$ cat src/rtl/io_pkg.sv
// io_pkg
// Shared constants for the pad-side I/O blocks.
//   SB_IO_PIN_TYPE         : iCE40 SB_IO PIN_TYPE for a registered input
//   SB_IO_PULLUP           : internal pull-up enable on button pads
//   DB_LIMIT_DEFAULT       : debounce length in cycles (1 ms at 12 MHz)
//   IO_BTN_WAKE_EN_DEFAULT : 1 when the build defines IO_BTN_WAKE_EN
package io_pkg;

   localparam logic [5:0] SB_IO_PIN_TYPE   = 6'b0000_00;
   localparam logic       SB_IO_PULLUP     = 1'b1;
   localparam int         DB_LIMIT_DEFAULT = 12000;
`ifdef IO_BTN_WAKE_EN
   localparam bit         IO_BTN_WAKE_EN_DEFAULT = 1'b1;
`else
   localparam bit         IO_BTN_WAKE_EN_DEFAULT = 1'b0;
`endif

endpackage

$ cat src/rtl/io_buttons_if.sv
// io_buttons_if
// CPU-facing side of the button block.
//   wfi           : CPU is in WFI
//   clear         : write-1-to-clear strobe for event_pending
//   btn_bus       : debounced level, 1 = pressed
//   btn_rise      : one-cycle pulse on debounced press
//   event_pending : sticky press flags
//   wake          : wake request to the core
// master = CPU / bus side, slave = io_buttons.
interface io_buttons_if #(parameter int WIDTH = 8);

   logic             wfi;
   logic [WIDTH-1:0] clear;
   logic [WIDTH-1:0] btn_bus;
   logic [WIDTH-1:0] btn_rise;
   logic [WIDTH-1:0] event_pending;
   logic             wake;

   modport master (
      output wfi, clear,
      input  btn_bus, btn_rise, event_pending, wake
   );

   modport slave (
      input  wfi, clear,
      output btn_bus, btn_rise, event_pending, wake
   );

endinterface

$ cat src/rtl/io_debounce.sv
// io_debounce
// One button bit: active-low synchronised sample -> debouncer -> rise
// pulse and sticky pending flag.
//   clk, reset : system clock, synchronous active-high reset
//   s1         : synchronised pad level (active-low)
//   clear      : write-1-to-clear strobe for pending
//   stable     : debounced level, 1 = pressed
//   rise       : one-cycle pulse when stable goes 0->1
//   pending    : sticky press flag
module io_debounce
   import io_pkg::*;
#(
   parameter int DB_LIMIT = DB_LIMIT_DEFAULT
) (
   input  logic clk,
   input  logic reset,
   input  logic s1,
   input  logic clear,
   output logic stable,
   output logic rise,
   output logic pending
);

   localparam int               CNT_W  = $clog2(DB_LIMIT + 1);
   localparam logic [CNT_W-1:0] CNT_TC = CNT_W'(DB_LIMIT - 1);

   logic             raw;
   logic [CNT_W-1:0] cnt;
   logic             go_high;

   assign raw     = ~s1;
   // stable accepts a press on this edge
   assign go_high = raw & ~stable & (cnt == CNT_TC);

   always_ff @(posedge clk) begin
      if (reset) begin
         cnt     <= '0;
         stable  <= 1'b0;
         rise    <= 1'b0;
         pending <= 1'b0;
      end else begin
         rise <= go_high;

         // any sample matching the current level restarts the run
         if (raw == stable) begin
            cnt <= '0;
         end else if (cnt == CNT_TC) begin
            stable <= raw;
            cnt    <= '0;
         end else begin
            cnt <= cnt + CNT_W'(1);
         end

         // a new press beats a simultaneous clear
         if (go_high) begin
            pending <= 1'b1;
         end else if (clear) begin
            pending <= 1'b0;
         end
      end
   end

endmodule

$ cat src/rtl/io_buttons.sv
// io_buttons
// Samples WIDTH active-low button pads, synchronises and debounces each
// bit and presents clean levels, rise pulses and sticky event flags to
// the CPU. Sampling continues while the CPU is in WFI.
//   clk     : system clock, also clocks the pad input registers
//   reset   : synchronous, active-high
//   btn_pad : package pins, active-low, pull-up enabled
//   bus     : io_buttons_if.slave (wfi, clear, btn_bus, btn_rise,
//             event_pending, wake)
// Macros:
//   IO_BTN_WAKE_EN : when defined, wake <= wfi & |event_pending;
//                    otherwise wake is constant 0 and wfi is ignored.
//   ICE40_SB_IO    : when defined, the first pad stage is an SB_IO
//                    primitive; otherwise an equivalent flop.
module io_buttons
   import io_pkg::*;
#(
   parameter int WIDTH    = 8,
   parameter int DB_LIMIT = DB_LIMIT_DEFAULT
) (
   input  logic             clk,
   input  logic             reset,
   input  logic [WIDTH-1:0] btn_pad,
   io_buttons_if.slave      bus
);

   logic [WIDTH-1:0] s0;
   logic [WIDTH-1:0] s1;
   logic [WIDTH-1:0] stable_v;
   logic [WIDTH-1:0] rise_v;
   logic [WIDTH-1:0] pending_v;

   genvar i;
   generate
      for (i = 0; i < WIDTH; i++) begin : g_bit
`ifdef ICE40_SB_IO
         SB_IO #(
            .PIN_TYPE (SB_IO_PIN_TYPE),
            .PULLUP   (SB_IO_PULLUP)
         ) u_pad (
            .PACKAGE_PIN (btn_pad[i]),
            .INPUT_CLK   (clk),
            .D_IN_0      (s0[i])
         );
`else
         // behavioural stand-in for the SB_IO input register; resets to
         // the released level so a reset also discards in-flight samples
         always_ff @(posedge clk) begin
            if (reset) s0[i] <= 1'b1;
            else       s0[i] <= btn_pad[i];
         end
`endif

         io_debounce #(
            .DB_LIMIT (DB_LIMIT)
         ) u_db (
            .clk     (clk),
            .reset   (reset),
            .s1      (s1[i]),
            .clear   (bus.clear[i]),
            .stable  (stable_v[i]),
            .rise    (rise_v[i]),
            .pending (pending_v[i])
         );
      end
   endgenerate

   always_ff @(posedge clk) begin
      if (reset) s1 <= '1;
      else       s1 <= s0;
   end

   assign bus.btn_bus       = stable_v;
   assign bus.btn_rise      = rise_v;
   assign bus.event_pending = pending_v;

`ifdef IO_BTN_WAKE_EN
   logic wake_q;

   always_ff @(posedge clk) begin
      if (reset) wake_q <= 1'b0;
      else       wake_q <= bus.wfi & (|pending_v);
   end

   assign bus.wake = wake_q;
`else
   logic unused_wfi;
   assign unused_wfi = bus.wfi;
   assign bus.wake   = 1'b0;
`endif

endmodule

$ cat src/flat_wrapper.sv
// flat-port wrapper written by rule: the top's interface ports become plain ports
module io_buttons_flat import io_pkg::*;
#(
   parameter int WIDTH    = 8,
   parameter int DB_LIMIT = DB_LIMIT_DEFAULT
)
  (clk, reset, btn_pad, bus_wfi, bus_clear, bus_btn_bus, bus_btn_rise, bus_event_pending, bus_wake);
  io_buttons_if #(.WIDTH(WIDTH)) bus_i ();
  input  logic clk;
  input  logic reset;
  input  logic [WIDTH-1:0] btn_pad;
  input wire logic [$bits(bus_i.wfi)-1:0] bus_wfi;
  input wire logic [$bits(bus_i.clear)-1:0] bus_clear;
  output wire logic [$bits(bus_i.btn_bus)-1:0] bus_btn_bus;
  output wire logic [$bits(bus_i.btn_rise)-1:0] bus_btn_rise;
  output wire logic [$bits(bus_i.event_pending)-1:0] bus_event_pending;
  output wire logic [$bits(bus_i.wake)-1:0] bus_wake;
  assign bus_i.wfi = bus_wfi;
  assign bus_i.clear = bus_clear;
  assign bus_btn_bus = bus_i.btn_bus;
  assign bus_btn_rise = bus_i.btn_rise;
  assign bus_event_pending = bus_i.event_pending;
  assign bus_wake = bus_i.wake;
  io_buttons #(.WIDTH(WIDTH), .DB_LIMIT(DB_LIMIT)) u_core (.clk(clk), .reset(reset), .btn_pad(btn_pad), .bus(bus_i));
endmodule
$ cat config.mk
export PLATFORM = sky130hd
export DESIGN_NAME = io_buttons_flat
export DESIGN_NICKNAME = d
export VERILOG_FILES = /design/src/rtl/io_pkg.sv /design/src/rtl/io_buttons_if.sv /design/src/rtl/io_debounce.sv /design/src/rtl/io_buttons.sv /design/src/flat_wrapper.sv
export SDC_FILE = /design/constraint.sdc
export NUM_CORES = 1
export LEC_CHECK = 0
export BUFFER_PORTS_ARGS = -buffer_cell sky130_fd_sc_hd__buf_4
export CORE_UTILIZATION = 50
export CTS_BUF_LIST = sky130_fd_sc_hd__clkbuf_2
export DETAILED_ROUTE_END_ITERATION = 10
export PLACE_DENSITY = 0.71
export REMOVE_ABC_BUFFERS = 1
export SYNTH_ARGS = -nofsm -noshare
export SYNTH_HDL_FRONTEND = slang
export SYNTH_SLANG_ARGS = --single-unit
export TNS_END_PERCENT = 20
$ cat constraint.sdc
create_clock -name clk -period 1.9 [get_ports clk]
set_clock_uncertainty 0.15 [all_clocks]
set_input_delay 0.19 -clock clk [delete_from_list [all_inputs] [get_ports clk]]
set_output_delay 0.19 -clock clk [all_outputs]
set_load 0.02 [all_outputs]
After elaboration in Yosys (flattened, before gate mapping) --
Index checks and enable logic that the tools add are counted.
Cells by class: bitwise logic cells 40, eq/ne operators 16, reductions and logical operators 24, multiplexer cells 16, add/sub/neg operators 8
Operators by type and width (number):
- $add A14 B1 Y14 const B | 8
- $eq A14 B14 Y1 const B | 8
- $not A1 Y1 | 24
- $reduce_or A3 Y1 | 8
- $and A1 B1 Y1 | 16
- $mux W1 | 16
- $reduce_and A2 Y1 | 8
- $reduce_bool A2 Y1 | 8
- $eq A1 B1 Y1 | 8
Storage, ports and cells: input bits 19, word-level logic and storage cells 145, bits in registers 152, output and inout bits 25

Depth between registers and ports, before layout --
Gate-level depths: netlist of run 1.
depth after elaboration 4, depth in mapped cells 7

Modules after synthesis --
From an unflattened synthesis of run 1, not the netlist that was laid out.
Second synthesis, totals: cells, all modules 692, area total of the unflattened synthesis 6277.3 um^2
By module, submodules not included:
- io_debounce (u_core.g_bit[0].u_db ...) | area each 726.9 um^2, sequential area each 340.3 um^2, cells each 82, times used 7
- io_debounce (u_core.g_bit[7].u_db) | area each 745.7 um^2, sequential area each 340.3 um^2, cells each 83, times used 1
- io_buttons | area each 442.9 um^2, sequential area each 320.3 um^2, cells each 35, times used 1

Least setup slack after synthesis of run 1 --
OpenSTA, ideal clock, no wires.
kind reg-to-reg, start register u_core.g_bit[5].u_db.cnt[0], end register u_core.g_bit[5].u_db.cnt[12], stages on the path, launching flop included 8, clock period less this slack 2.034 ns, required time 1.635 ns, arrival 1.769 ns, path slack -0.134 ns, library setup time 0.115 ns, path through dfxtp_1 > ha_1 > or3b_1 > nor4_2 > or3_1 > buf_2 > buf_4 > nor2_1
On the way: word-level cells in the longest chain between the ends 2, elaborated cells on any way between the ends 3, classes of those cells 1 x add/sub; 1 x eq/ne; 1 x reduce/logical
RTL lines:
- start, declared | line io_debounce.sv:28 | logic [CNT_W-1:0] cnt;
- start signal, assigned | line io_debounce.sv:51 | cnt <= cnt + CNT_W'(1);
- branches (longest 2 deep; another with $add A14 B1 Y14)
Parallel ways; which one is timed is not known. A chain may end at the register's enable or synchronous reset.

Final worst setup path of run 1 --
start register u_core.g_bit[3].u_db.cnt[12], end register u_core.g_bit[3].u_db.cnt[11]
On the way: word-level cells in the longest chain between the ends 2
RTL lines:
- start, declared | line io_debounce.sv:28
- start signal, assigned | line io_debounce.sv:51
- $eq A14 B14 Y1 | line io_debounce.sv:47 | end else if (cnt == CNT_TC) begin
- $reduce_or A3 Y1 (no line)
Every way passes these cells.

==> flow_summary.ini, run 1 <==
[clocking]
clock_path_buffers = 2
clkTransAtPathRegs_ns = 0.20
cts_tree = done
postCtsSetupBuffers = 0
root_buffer = clkbuf_2
clk_latency_ns = 0.69
cts_max_level = 4
cts.sinks = 152
cts_made_buffers = 17

[yosys]
synth_top_area_cell = dfxtp_1
synth_area_leaders = dfxtp_1 47%, xor2_1 7.6%, nor2_1 7.0%
ys_async_sr_fraction = 0
synth-seq-cells = 152
synth.distinct_cells = 45
synth_seq_area_share = 0.4658
synth.top_cell.area_share = 0.4658
ys_warn_count = 0
postSynthCellCount = 721
syn_area_sq_um = 6533
synth.most_common_cell = dfxtp_1
synth_ff_type = dfxtp_1
synth_area_per_cell_sq_um = 9.060
synth_edf_count = 0
synthTopCellsByCount = 152 x dfxtp_1, 121 x nor2_1, 57 x xor2_1

[die]
dieWidth_um = 116.3
io_pins = 44
core_area_sq_um = 12670
dieArea_sq_um = 13530
initial_utilization = 0.5156
die_h_um = 116.3
rows = 41

[route]
wl_um = 11250
final_antenna_net_count = 0
drt-vias-per-instance = 4.991
dr_total_vias = 4866
drcViolationCount = 0
first_iter_violations = 230
drtPass1Iterations = 4
wl_per_cell_um = 11.54

[critical_path]
required_ns = 2.34
crit_arrival_ns = 2.27
timing.critical_path.fanout_max = 7
cp_slowest_stage_delay_ns = 0.54
crit_chain = or4b_4, nor4b_4, or3_1, buf_4, nor2_1
path_class = reg -> reg
worstSetupEndpointType = flop
crit_slowest_cell = or4b_4
crit_buf_inv = 1
critPathTopFamily = simple AND/OR/NAND/NOR gates
start_kind = flop

[placement]
globalplace.congestion = 0.7793
placed_cell_area_sq_um = 7000
place_inst = 916
dp_hpwl_um = 7747
portBuffers = 41
place_worst_setup_slack_ns = -0.01724

[cells_and_area]
final_layout_size_suffix_gt1_frac = 0.1731
stdcell_count = 975
nets = 825
final_area_sq_um = 7592
syn_to_final_growth_pct = 16.22
regArea_sq_um = 3049
diodes = 0
multi_input_comb_area_sq_um = 3039
filler_cell_count = 1133

[global_routing]
grt_overflow = 0
gr-usage-all-layers = 0.1811
grt_pass1_wl_um = 19470
grt_max_degree = 46
antenna_found_initial = 0
grt_pass1_vias = 4672

[power]
fin_total_pwr_mw = 5.432
leakage_nw = 2.847
ir_drop_v = 0.0004254
power_density_nw_per_um2 = 715.4

[timing]
hold_viol = 0
rsz0062_at_grt = yes
holdWs_ns = 0.1252
period_minus_slack_ns = 1.835
finalWorstSetupSlack_ns = 0.06456
fmax_ghz = 0.5448
post-route-period-util = 0.9660
finalMaxSlewViolations = 0
finalSetupViolations = 0

[flow_run]
maxCapViolCount = 0

[min_path]
min_path_type = in -> reg

[run_status]
status = finished, final reports clean
[report_power, final]
part | switching, mW | leakage (nW) | internal (mW)
sequential | 0.00988 | 1.23 | 3.21
clock | 1.05 | 0.177 | 1.00
combinational | 0.0656 | 1.44 | 0.0938
total | 1.12 | 2.85 | 4.31
[placed cells by master, fill, tap and decap left out, types with 3 or more instances in the layout]
master           n
and4_1          15
dfxtp_2          5
nand2b_1         6
ha_1            16
a21oi_1         16
nor4_1           9
nand4_1         31
nor2_2           3
buf_12           3
inv_1           37
xnor2_1         36
bufinv_16        5
or3_1            7
dfxtp_1        147
and2_1           9
nor3_1          11
nor4b_1          3
clkbuf_2        21
or2_2           16
and3_1          13
nand2_1         32
or4_1            4
dlygate4sd3_1   27
nand3_1         45
nor2_1         120
buf_4           70
a311oi_1         6
clkinv_2         4
xor2_1          57
[final timing paths]
check	cells past startpoint	start	slack [ns]	endpoint
max reg2reg	5	u_core.g_bit[3].u_db.cnt[12]	0.06	u_core.g_bit[3].u_db.cnt[11]
max	5	u_core.g_bit[3].u_db.cnt[12]	0.06	u_core.g_bit[3].u_db.cnt[11]
min	4	bus_clear[0]	0.13	u_core.g_bit[0].u_db.pending
min reg2reg	1	u_core.s0[5]	0.29	u_core.s1[5]
[metal layers]
metal / part of all wire / global-route usage
met1: 0.48 / 0.2083
met2: 0.48 / 0.3179
met3: 0.032 / 0.05553
met4: 0.012 / 0.06154
met5: 0 / 0
[per-stage QoR]
step | TNS [ns] | util
2_1_floorplan | -1.605 | -
3_3_place_gp | 0 | 0.5525
3_5_place_dp | -0.01724 | 0.5525
4_1_cts | 0 | 0.5970
5_1_grt | -0.1389 | 0.5992
6_report | 0 | 0.5992
[registers in the layout (all words and copies together), names as in the netlist]
name                       count
u_core.g_bit.u_db.cnt        112
u_core.g_bit.u_db.pending      8
u_core.g_bit.u_db.rise         8
u_core.g_bit.u_db.stable       8
u_core.s0                      8
u_core.s1                      8
[worst register-to-register path: cells and delay by family, from the launching register on]
family                 cells  cell delay (ns)
buffers and inverters      1             0.15
AND/OR/NAND/NOR            4             1.05
flip-flops                 1             0.38
[cell type report]
cell class | instances | share of cell area
well taps | 172 | 0.02835
inverters | 37 | 0.01829
clock buffers | 21 | 0.01384
multi-input cells | 481 | 0.4003
clock inverters | 11 | 0.02340
repair buffers | 101 | 0.1142
flip-flops and latches | 152 | 0.4016
[cells by family (layout without fill, tap and decap cells)]
family                   after synthesis  after routing  synth area share
adder cells (fa/ha/maj)               16             16           0.03065
AND/OR/NAND/NOR                      341            341            0.2756
other                                  1              1         0.0005741
AO/OA/AOI/OAI                         30             30           0.02931
flip-flops                           152            152            0.4658
buffers and inverters                 88            170           0.07336
XOR/XNOR                              93             93            0.1247
[repair_timing]
| action | CTS | global route |
|---|---|---|
| hold buffers | 27 | 0 |
| resized for setup | 3 | 10 |
| endpoints found under the hold margin | 41 | 0 |
| pin swaps | 1 | 3 |
| setup endpoints to repair | 1 | 64 |
No activity file was read; power rests on OpenSTA's default activity.
==> inputs of run 2 (changes only) <==
--- a/config.mk
+++ b/config.mk
@@ -5,11 +5,13 @@
 export SDC_FILE = /design/constraint.sdc
 export NUM_CORES = 1
 export LEC_CHECK = 0
+export ABC_AREA = 1
+export ABC_CLOCK_PERIOD_IN_PS = 1800
 export BUFFER_PORTS_ARGS = -buffer_cell sky130_fd_sc_hd__buf_4
 export CORE_UTILIZATION = 50
 export CTS_BUF_LIST = sky130_fd_sc_hd__clkbuf_2
 export DETAILED_ROUTE_END_ITERATION = 10
-export PLACE_DENSITY = 0.71
+export PLACE_DENSITY = 0.68
 export REMOVE_ABC_BUFFERS = 1
 export SYNTH_ARGS = -nofsm -noshare
 export SYNTH_HDL_FRONTEND = slang
==> constraint.sdc (replaced) <==
create_clock -name clk -period 1.8 [get_ports clk]
set_clock_uncertainty 0.15 [all_clocks]
set_input_delay 0.18 -clock clk [delete_from_list [all_inputs] [get_ports clk]]
set_output_delay 0.18 -clock clk [all_outputs]
set_load 0.02 [all_outputs]
==> flow_summary.ini, run 2 <==
[cells_and_area]
final_common_cell = nand2_1
layout_common_cells = 222 x nand2_1, 194 x nor2_1, 152 x dfxtp_1, 126 x inv_1, 49 x buf_4
final_area_sq_um = 8094
nets = 1102
syn_to_final_growth_pct = 12.41
top_register = u_core.g_bit.u_db.cnt
largest_reg_flops = 112
final_layout_size_suffix_gt1_frac = 0.1306
filler_cell_count = 1400

[die]
die_h_um = 122.0
dieArea_sq_um = 14890
initial_utilization = 0.5148
rows = 43
dieWidth_um = 122.0
io_pins = 44
core_area_sq_um = 13990

[route]
dr_total_vias = 5835
wl_um = 12580
wl_per_cell_um = 9.974
drt-vias-per-instance = 4.627
drtPass1Iterations = 4
final_antenna_net_count = 0
first_iter_violations = 312
drcViolationCount = 0

[yosys]
synth-seq-cells = 152
postSynthCellCount = 998
synth_top_area_cell = dfxtp_1
synth_top_family_by_area = simple AND/OR/NAND/NOR gates
synthMuxAreaShare = 0
ys_async_sr_fraction = 0
synth_area_per_cell_sq_um = 7.215
synth_ff_type = dfxtp_1
yosys.area_share.simple = 0.3425
synth.distinct_cells = 33
synth.most_common_cell = nand2_1
synth_compound_area_frac = 0.04396
synth_seq_area_share = 0.4226
synthTopCellsByCount = 222 x nand2_1, 194 x nor2_1, 152 x dfxtp_1
synth_edf_count = 0
yosys.area_share.adder = 0.02780
synth.top_cell.area_share = 0.4226
syn_area_sq_um = 7201
synth_area_leaders = dfxtp_1 42%, nand2_1 12%, nor2_1 10%
synth_xor_area_frac = 0.05595
ys_warn_count = 0

[power]
ir_drop_v = 0.0005955
leakage_nw = 3.182
power_density_nw_per_um2 = 623.0

[placement]
globalplace.congestion = 0.8586
dp_hpwl_um = 9110
portBuffers = 41
placed_cell_area_sq_um = 7570

[timing]
fmax_ghz = 0.5619
finalSetupViolations = 0
hold_viol = 0
finalMaxSlewViolations = 0
post-route-period-util = 0.9888
holdWs_ns = 0.2723
period_minus_slack_ns = 1.780
setup-tns-final_ns = 0
rsz0062_at_grt = no

[global_routing]
grt_overflow = 0
grt_pass1_wl_um = 22040
grt_pass1_vias = 5288
gr-usage-all-layers = 0.1842
grt_max_degree = 22
antenna_found_initial = 1

[clocking]
cts.sinks = 152
postCtsSetupBuffers = 0
clock_path_buffers = 2
cts_max_level = 4
clk_latency_ns = 0.67
cts_made_buffers = 17
root_buffer = clkbuf_2
cts_tree = done
clkTransAtPathRegs_ns = 0.19

[critical_path]
start_kind = input port
r2r_slack_ns = 0.22
worstSetupEndpointType = flop
crit_arrival_ns = 2.21
path_class = in -> reg
timing.critical_path.fanout_max = 1
required_ns = 2.23

[min_path]
min_path_type = in -> reg

[run_status]
status = finished, final reports clean

[flow_run]
maxCapViolCount = 0
## run 2: final timing paths
kind,start,cells past startpoint,end
setup / recovery,btn_pad[5],5,u_core.s0[5]
setup reg to reg,u_core.g_bit[6].u_db.cnt[0],7,u_core.g_bit[6].u_db.cnt[12]
hold / removal,reset,5,u_core.g_bit[7].u_db.stable
hold reg to reg,u_core.s0[4],1,u_core.s1[4]
## run 2: critical path: stages
cell and delay, ns:
dlygate4sd3_1 0.53, buf_4 0.13, dlygate4sd3_1 0.54, or2_2 0.27
dlygate4sd3_1 0.56
## run 2: cell families (layout without fill, tap and decap cells)
group	count (synthesis)	in the layout
AOI/OAI and AO/OA	58	58
buffers and inverters	166	248
xor gates and xnor gates	46	46
other	1	2
adders and majority gates	16	16
and+or+nand+nor	559	559
DFF	152	152
## run 2: power by group
part	total [mW]	internal (mW)	switching, mW
clock	1.46	0.352	1.10
sequential	3.40	3.39	0.00901
combinational	0.185	0.104	0.0818
total	5.04	3.85	1.20
## run 2: timing repair
item | 4_1_cts | 5_1_grt
hold buffers | 35 | 0
endpoints found under the hold margin | 78 | 0
resized for setup | 0 | 2
endpoints found under the setup margin | 0 | 3
## run 2: routing by layer
layer  vias up  routed length (um)  track usage  share of wire
li1       3194                   -            -              -
met1      2582                6483       0.2359           0.52
met2        54                5618       0.3008           0.45
met3         5                 371      0.05056          0.029
met4         0                 104      0.05324         0.0083
met5         -                   0            0              0
## run 2: cell type report
type	count	area, sq um	share of cell area
clock buffers	21	105.1	0.01299
diodes	1	2.502	0.0003092
well taps	180	225.2	0.02783
clock inverters	11	58.81	0.007265
flip-flops and latches	152	3043	0.3759
multi-input cells	680	3397	0.4197
inverters	129	484.2	0.05982
repair buffers	87	778.2	0.09615
## run 2: per-stage QoR
stage	util	total power, mW	std cells	setup slack (ns)
5_1_grt	0.5786	5.301	1261	0.06116
6_report	0.5786	5.043	1261	0.02018
3_5_place_dp	0.5411	3.610	1193	0.1538
2_1_floorplan	-	3.534	961	0.2663
3_3_place_gp	0.5411	3.610	1193	0.2136
4_1_cts	0.5779	5.132	1260	0.1263
